`config.mk`:
```
export PLATFORM = sky130hd
export DESIGN_NAME = mem_port_arbiter
export DESIGN_NICKNAME = d
export VERILOG_FILES = /design/src/rtl/mem_port_arbiter.sv
export SDC_FILE = /design/constraint.sdc
export NUM_CORES = 1
export LEC_CHECK = 0
export CAP_MARGIN = 20
export CORE_MARGIN = 4
export CORE_UTILIZATION = 33
export CTS_BUF_LIST = sky130_fd_sc_hd__clkbuf_2
export CTS_CLUSTER_SIZE = 10
export DETAILED_ROUTE_END_ITERATION = 8
export PLACE_DENSITY = 0.8
export SYNTH_ARGS = -nofsm -noshare
export SYNTH_HDL_FRONTEND = slang
export SYNTH_SLANG_ARGS = --single-unit
```
`constraint.sdc`:
```
create_clock -name clk -period 2.7 [get_ports clk]
set_input_delay 0.54 -clock clk [delete_from_list [all_inputs] [get_ports clk]]
set_output_delay 0.54 -clock clk [all_outputs]
set_load 0.005 [all_outputs]
```
`src/rtl/mem_port_arbiter.sv`:
```
// Single-port arbiter sharing one byte-addressed memory between the
// instruction-fetch requester (I) and the load/store requester (D).
// Every access runs IDLE -> ACCESS -> RESP against the memory's
// one-cycle synchronous read; illegal accesses skip ACCESS.
//
// Handshake: a requester raises req with its fields stable and holds them
// until its one-cycle ack pulse; err and rdata are valid only during ack.
// A req still high in IDLE after an ack is treated as a new request.
module mem_port_arbiter #(
    parameter int MEM_BYTES    = 4096,
    parameter int MAX_DATA_RUN = 4
) (
    input  logic        clk,
    input  logic        rst,
    input  logic        i_req,
    input  logic [31:0] i_addr,
    output logic        i_ack,
    output logic        i_err,
    output logic [31:0] i_rdata,
    input  logic        d_req,
    input  logic        d_we,
    input  logic [2:0]  d_mode,
    input  logic [31:0] d_addr,
    input  logic [31:0] d_wdata,
    output logic        d_ack,
    output logic        d_err,
    output logic [31:0] d_rdata,
    output logic        mem_read,
    output logic        mem_write,
    output logic [2:0]  mem_mode,
    output logic [31:0] mem_addr,
    output logic [31:0] mem_wdata,
    input  logic [31:0] mem_rdata,
    output logic        busy
);

    localparam logic [1:0]  S_IDLE   = 2'd0;
    localparam logic [1:0]  S_ACCESS = 2'd1;
    localparam logic [1:0]  S_RESP   = 2'd2;
    localparam logic        OWN_I    = 1'b0;
    localparam logic        OWN_D    = 1'b1;
    localparam logic [3:0]  RUN_MAX  = 4'(MAX_DATA_RUN);
    localparam logic [32:0] MEM_TOP  = 33'(MEM_BYTES);

    logic [1:0]  state_q, state_d;
    logic        owner_q, owner_d;
    logic [3:0]  run_cnt_q, run_cnt_d;
    logic        err_flag_q, err_flag_d;
    logic        mem_read_q, mem_read_d;
    logic        mem_write_q, mem_write_d;
    logic [2:0]  mem_mode_q, mem_mode_d;
    logic [31:0] mem_addr_q, mem_addr_d;
    logic [31:0] mem_wdata_q, mem_wdata_d;

    logic        grant_d, grant_i;
    logic        sel_we;
    logic [2:0]  sel_mode;
    logic [31:0] sel_addr, sel_wdata;
    logic [32:0] sel_size;
    logic        sel_illegal;

    // Bytes touched by a mode; illegal modes are rejected separately.
    function automatic logic [32:0] access_size(input logic [2:0] mode);
        case (mode)
            3'b000:         access_size = 33'd4;
            3'b001, 3'b011: access_size = 33'd2;
            default:        access_size = 33'd1;
        endcase
    endfunction

    // Arbitration and legality of the candidate access seen in IDLE.
    always_comb begin
        grant_d     = d_req && !(i_req && (run_cnt_q == RUN_MAX));
        grant_i     = i_req && !grant_d;
        sel_we      = grant_d && d_we;
        sel_mode    = grant_d ? d_mode  : 3'b000;
        sel_addr    = grant_d ? d_addr  : i_addr;
        sel_wdata   = grant_d ? d_wdata : 32'h0;
        sel_size    = access_size(sel_mode);
        // 33-bit compare so addresses near 2^32 cannot wrap into range.
        sel_illegal = (sel_mode > 3'b100)
                   || (sel_we && ((sel_mode == 3'b011) || (sel_mode == 3'b100)))
                   || ({1'b0, sel_addr} > (MEM_TOP - sel_size));
    end

    // Next-state logic for the access sequencer and fairness counter.
    always_comb begin
        state_d     = state_q;
        owner_d     = owner_q;
        run_cnt_d   = run_cnt_q;
        err_flag_d  = err_flag_q;
        mem_read_d  = mem_read_q;
        mem_write_d = mem_write_q;
        mem_mode_d  = mem_mode_q;
        mem_addr_d  = mem_addr_q;
        mem_wdata_d = mem_wdata_q;
        case (state_q)
            S_IDLE: begin
                if (!i_req) begin
                    run_cnt_d = 4'd0;
                end
                if (grant_d || grant_i) begin
                    owner_d     = grant_d ? OWN_D : OWN_I;
                    mem_mode_d  = sel_mode;
                    mem_addr_d  = sel_addr;
                    mem_wdata_d = sel_wdata;
                    if (grant_i) begin
                        run_cnt_d = 4'd0;
                    end else if (i_req && (run_cnt_q != RUN_MAX)) begin
                        run_cnt_d = run_cnt_q + 4'd1;
                    end
                    if (sel_illegal) begin
                        err_flag_d  = 1'b1;
                        mem_read_d  = 1'b0;
                        mem_write_d = 1'b0;
                        state_d     = S_RESP;
                    end else begin
                        mem_read_d  = !sel_we;
                        mem_write_d = sel_we;
                        state_d     = S_ACCESS;
                    end
                end
            end
            S_ACCESS: begin
                // Memory acts on the edge closing this cycle; address held in RESP.
                mem_read_d  = 1'b0;
                mem_write_d = 1'b0;
                state_d     = S_RESP;
            end
            S_RESP: begin
                err_flag_d = 1'b0;
                state_d    = S_IDLE;
            end
            default: begin
                mem_read_d  = 1'b0;
                mem_write_d = 1'b0;
                err_flag_d  = 1'b0;
                state_d     = S_IDLE;
            end
        endcase
    end

    // State registers; asynchronous reset aborts any access in flight.
    always_ff @(posedge clk or posedge rst) begin
        if (rst) begin
            state_q     <= S_IDLE;
            owner_q     <= OWN_I;
            run_cnt_q   <= 4'd0;
            err_flag_q  <= 1'b0;
            mem_read_q  <= 1'b0;
            mem_write_q <= 1'b0;
            mem_mode_q  <= 3'b000;
            mem_addr_q  <= 32'h0;
            mem_wdata_q <= 32'h0;
        end else begin
            state_q     <= state_d;
            owner_q     <= owner_d;
            run_cnt_q   <= run_cnt_d;
            err_flag_q  <= err_flag_d;
            mem_read_q  <= mem_read_d;
            mem_write_q <= mem_write_d;
            mem_mode_q  <= mem_mode_d;
            mem_addr_q  <= mem_addr_d;
            mem_wdata_q <= mem_wdata_d;
        end
    end

    // Response decode from registered state; rdata passes mem_rdata during ack.
    always_comb begin
        mem_read  = mem_read_q;
        mem_write = mem_write_q;
        mem_mode  = mem_mode_q;
        mem_addr  = mem_addr_q;
        mem_wdata = mem_wdata_q;
        busy      = (state_q != S_IDLE);
        i_ack     = (state_q == S_RESP) && (owner_q == OWN_I);
        d_ack     = (state_q == S_RESP) && (owner_q == OWN_D);
        i_err     = i_ack && err_flag_q;
        d_err     = d_ack && err_flag_q;
        i_rdata   = i_ack ? mem_rdata : 32'h0;
        d_rdata   = d_ack ? mem_rdata : 32'h0;
    end

endmodule

```
==> reports/metrics.json <==
{
  "nNetsFinal": 838,
  "cp_data_required_time_ps": 2160,
  "max_root_sink_buffers": 2,
  "drc": 0,
  "max-vdd-ir-drop_mv": 0.284,
  "p_int_uw": 2290,
  "power.switching_uw": 1040,
  "synth_largest_area_cell": "sky130_fd_sc_hd__dfrtp_1",
  "cts_num_sinks": 77,
  "yosys-top-cells-area": "sky130_fd_sc_hd__dfrtp_1 (50%), sky130_fd_sc_hd__and2_1 (11%), sky130_fd_sc_hd__a22o_1 (7.5%)",
  "flow.area_growth_from_synthesis_pct": 84.5,
  "detailed_place_hpwl_mm": 11.3,
  "final_hold_viol_count": 0,
  "synth_compound_gate_area_share_pct": 16.1,
  "route.detailed.vias_per_inst": 4.96,
  "synth.distinct_cells": 40,
  "numCtsBuffers": 9,
  "clock_root_buffer": "sky130_fd_sc_hd__clkbuf_2",
  "syn-num-nets": 560,
  "yosys_register_bits": 77,
  "synth_area_per_cell_um2": 9.20,
  "dieWidth_um": 116,
  "min_path_type": "in2async",
  "fin_worst_hold_slack_ps": 365,
  "total_leakage_power_uw": 0.00359,
  "max_clock_freq_mhz": 383,
  "netlist_area_um2": 3860,
  "cts_max_level": 3,
  "ioPinCount": 274,
  "first_global_vias": 4227,
  "timing.max_cap.violations": 0,
  "clock_network_latency_to_the_later_pin_of_the_worst_skew_pair_ps": 520,
  "final.period_utilization_pct": 96.8,
  "clock_edge_transition_at_the_registers_on_the_reported_setup_and_hold_paths_ps": 260,
  "grt_max_degree": 78,
  "power_per_cell_area_nw_per_um2": 468,
  "detailedRoute.firstPassIterationCount": 4,
  "drive_gt1_share_pct": 7.41,
  "antenna_violations_before_repair": 0,
  "antenna_violating_nets_remaining": 0,
  "r2r_setup_slack_ps": 150,
  "yosysWarnings": 0,
  "setup-violations-final": 0,
  "worst_slew_pin_slew_ps": 488,
  "timing.final.max_slew_violations": 0,
  "filler_cell_count": 973,
  "routed_wire_length_per_instance_um": 17.2,
  "cts_tree": "built",
  "muxShareOfSynthArea_pct": 1.14,
  "wire_length_of_the_first_global_routing_pass_mm": 22.0,
  "totalWireLength_mm": 14.5,
  "final_cells": 845,
  "share_seq_of_total_power_pct": 43.2,
  "pwr-share-comb_pct": 38.7,
  "p_sw_share_pct": 31.4,
  "worst_setup_path_end_kind": "output pin",
  "placementRows": 39,
  "critPathLaunchType": "flop",
  "crit_arrival_ps": 2070,
  "period_minus_slack_ps": 2610,
  "power.clock.fraction_pct": 18.1,
  "floorplan.die.height_um": 116,
  "timing.setup.critical_path_class": "reg2out",
  "routabilityCongestion": 0.855,
  "gr-total-overflow": 0,
  "area_share_of_the_leading_cell_type_in_the_synthesized_netlist_pct": 50.0,
  "hold_fix_buffer_count_after_cts": 0,
  "detailroute.via_count": 4193,
  "grt_setup_unrepaired": "yes",
  "io_buffers": 273,
  "critPathMaxFanout": 34,
  "drt-initial-drc-count": 196,
  "fin_skew_ps": 31.6,
  "diodes": 0,
  "gr-usage-all-layers_pct": 20.7,
  "initial_utilization_pct": 33.8,
  "outcome": "completed",
  "slew-limit-headroom_pct": 67.2,
  "ys_seq_area_share_pct": 50.0,
  "adder_and_majority_cell_fraction_of_the_synthesized_area_pct": 1.62,
  "placeable_core_region_um2": 11400,
  "yosys.area_share.simple_pct": 27.5,
  "numPlacedInstances": 825,
  "synthesis.instances": 419,
  "post_synth_xor_area_fraction_pct": 0,
  "die_area_um2": 13500,
  "dominant_combinational_cell_family_by_area_after_synthesis": "simple AND/OR/NAND/NOR gates"
}
[worst paths after layout]
| check | from | end | cells past startpoint |
|---|---|---|---|
| setup / recovery | state_q[0] | i_rdata[30] | 4 |
| hold / removal | rst | mem_wdata[28] | 3 |
| setup reg to reg | run_cnt_q[0] | mem_write | 11 |
| hold reg to reg | mem_mode[1] | mem_mode[1] | 2 |
| max in group asynchronous | rst | state_q[1] | 3 |
| min in group clk | mem_mode[1] | mem_mode[1] | 2 |
[registers in the layout, indices dropped and copies added, names as in the netlist]
| name | cells |
|---|---|
| err_flag_q | 1 |
| mem_addr | 32 |
| mem_mode | 3 |
| mem_read | 1 |
| mem_wdata | 32 |
| mem_write | 1 |
| owner_q | 1 |
| run_cnt_q | 4 |
| state_q | 2 |
[final cells by class]
cell class / count / area [um2] / area share, %
timing repair buffer: 293 / 3050 / 42.9
tap: 143 / 179 / 2.51
clock buffer: 9 / 45.0 / 0.633
inverter: 7 / 27.5 / 0.387
sequential: 77 / 1930 / 27.1
clock inverter: 7 / 63.8 / 0.897
multi-input combinational: 309 / 1820 / 25.6
[through the flow]
| step | util (%) | area [um2] | power (uW) | TNS [ps] | setup WS, ps |
|---|---|---|---|---|---|
| after global placement | 59.8 | 6820 | 2720 | -429 | -153 |
| after floorplan | - | 3860 | 1870 | 0 | 171 |
| final | 62.3 | 7120 | 3330 | 0 | 87.5 |
| after CTS | 60.9 | 6960 | 3370 | 0 | 6.02 |
| after detailed placement | 59.8 | 6820 | 2750 | -676 | -192 |
| after global routing | 62.3 | 7120 | 3530 | -635 | -44.3 |
[Yosys cell counts]
cell,count
sky130_fd_sc_hd__buf_6,1
sky130_fd_sc_hd__nor2_2,3
sky130_fd_sc_hd__nand2b_1,1
sky130_fd_sc_hd__ha_1,5
sky130_fd_sc_hd__nand3_1,7
sky130_fd_sc_hd__conb_1,1
sky130_fd_sc_hd__a21oi_1,4
sky130_fd_sc_hd__inv_1,6
sky130_fd_sc_hd__nor3b_1,1
sky130_fd_sc_hd__mux2_2,3
sky130_fd_sc_hd__a21o_1,1
sky130_fd_sc_hd__mux2i_1,1
sky130_fd_sc_hd__o31ai_1,3
sky130_fd_sc_hd__o22a_2,1
sky130_fd_sc_hd__o211ai_1,1
sky130_fd_sc_hd__a32oi_1,1
sky130_fd_sc_hd__a22o_1,33
sky130_fd_sc_hd__dfrtp_1,77
sky130_fd_sc_hd__nor3_1,4
sky130_fd_sc_hd__a211oi_1,1
sky130_fd_sc_hd__nor2_1,34
sky130_fd_sc_hd__nand3b_1,1
sky130_fd_sc_hd__o22ai_1,2
sky130_fd_sc_hd__nand4b_1,1
sky130_fd_sc_hd__or3_1,1
sky130_fd_sc_hd__buf_2,6
sky130_fd_sc_hd__o21a_1,1
sky130_fd_sc_hd__nor2b_1,1
sky130_fd_sc_hd__and2_1,68
sky130_fd_sc_hd__a32o_1,1
sky130_fd_sc_hd__and3b_1,1
sky130_fd_sc_hd__clkbuf_1,19
sky130_fd_sc_hd__o21ai_1,1
sky130_fd_sc_hd__a31oi_1,29
sky130_fd_sc_hd__nor4_2,1
sky130_fd_sc_hd__nor4_1,9
sky130_fd_sc_hd__nand4_1,4
sky130_fd_sc_hd__nand2_1,77
sky130_fd_sc_hd__o21ai_0,6
sky130_fd_sc_hd__inv_2,1
[critical path, cell delays in order, from the launching register on]
cell and delay, ps:
sky130_fd_sc_hd__dfrtp_1 460, sky130_fd_sc_hd__nor3b_2 190, sky130_fd_sc_hd__buf_6 230, sky130_fd_sc_hd__and2_1 160, sky130_fd_sc_hd__clkdlybuf4s50_1 520
[logic make-up (layout without fill, tap and decap cells)]
kind of cell	after synthesis	count (layout)
AOI/OAI and AO/OA	85	85
adders and majority gates	5	5
buffers and inverters	33	316
DFF	77	77
muxes	4	4
other	1	1
and+or+nand+nor	214	214
[routing by layer]
| metal | GRT usage (%) | up-vias | share of wire, % |
|---|---|---|---|
| met5 | 0 | - | 0 |
| met4 | 5.80 | 0 | 1.3 |
| met3 | 4.82 | 16 | 9.1 |
| met2 | 35.8 | 186 | 50 |
| met1 | 26.2 | 1975 | 40 |
| li1 | - | 2016 | - |
[cells in the final DEF (no fill, tap or decap), types with 5 or more instances in the layout]
cell and instances:
sky130_fd_sc_hd__clkbuf_2 9, sky130_fd_sc_hd__nor2_1 34, sky130_fd_sc_hd__dfrtp_1 76, sky130_fd_sc_hd__o21ai_0 6, sky130_fd_sc_hd__a22o_1 33, sky130_fd_sc_hd__ha_1 5, sky130_fd_sc_hd__dlymetal6s2s_1 40, sky130_fd_sc_hd__a31oi_1 29
sky130_fd_sc_hd__and2_1 66, sky130_fd_sc_hd__clkdlybuf4s50_1 233, sky130_fd_sc_hd__nor4_1 9, sky130_fd_sc_hd__buf_4 14, sky130_fd_sc_hd__buf_12 5, sky130_fd_sc_hd__inv_1 5, sky130_fd_sc_hd__nand3_1 7, sky130_fd_sc_hd__nand2_1 77
[power groups by stage]
stage | clock network, uW | registers [uW] | logic [uW]
after detailed placement | 0 | 1460 | 1290
after floorplan | 0 | 1470 | 403
after global routing | 667 | 1470 | 1400
final | 602 | 1440 | 1290
after CTS | 624 | 1440 | 1300
after global placement | 0 | 1460 | 1270
[repair_timing]
item | in CTS | in global routing
gates resized for setup | 6 | 43
endpoints found under the hold margin | 0 | 0
setup buffers | 1 | 2
setup endpoints to repair | 66 | 66
pin swaps | 0 | 0
(Power assumes the default switching activity.)
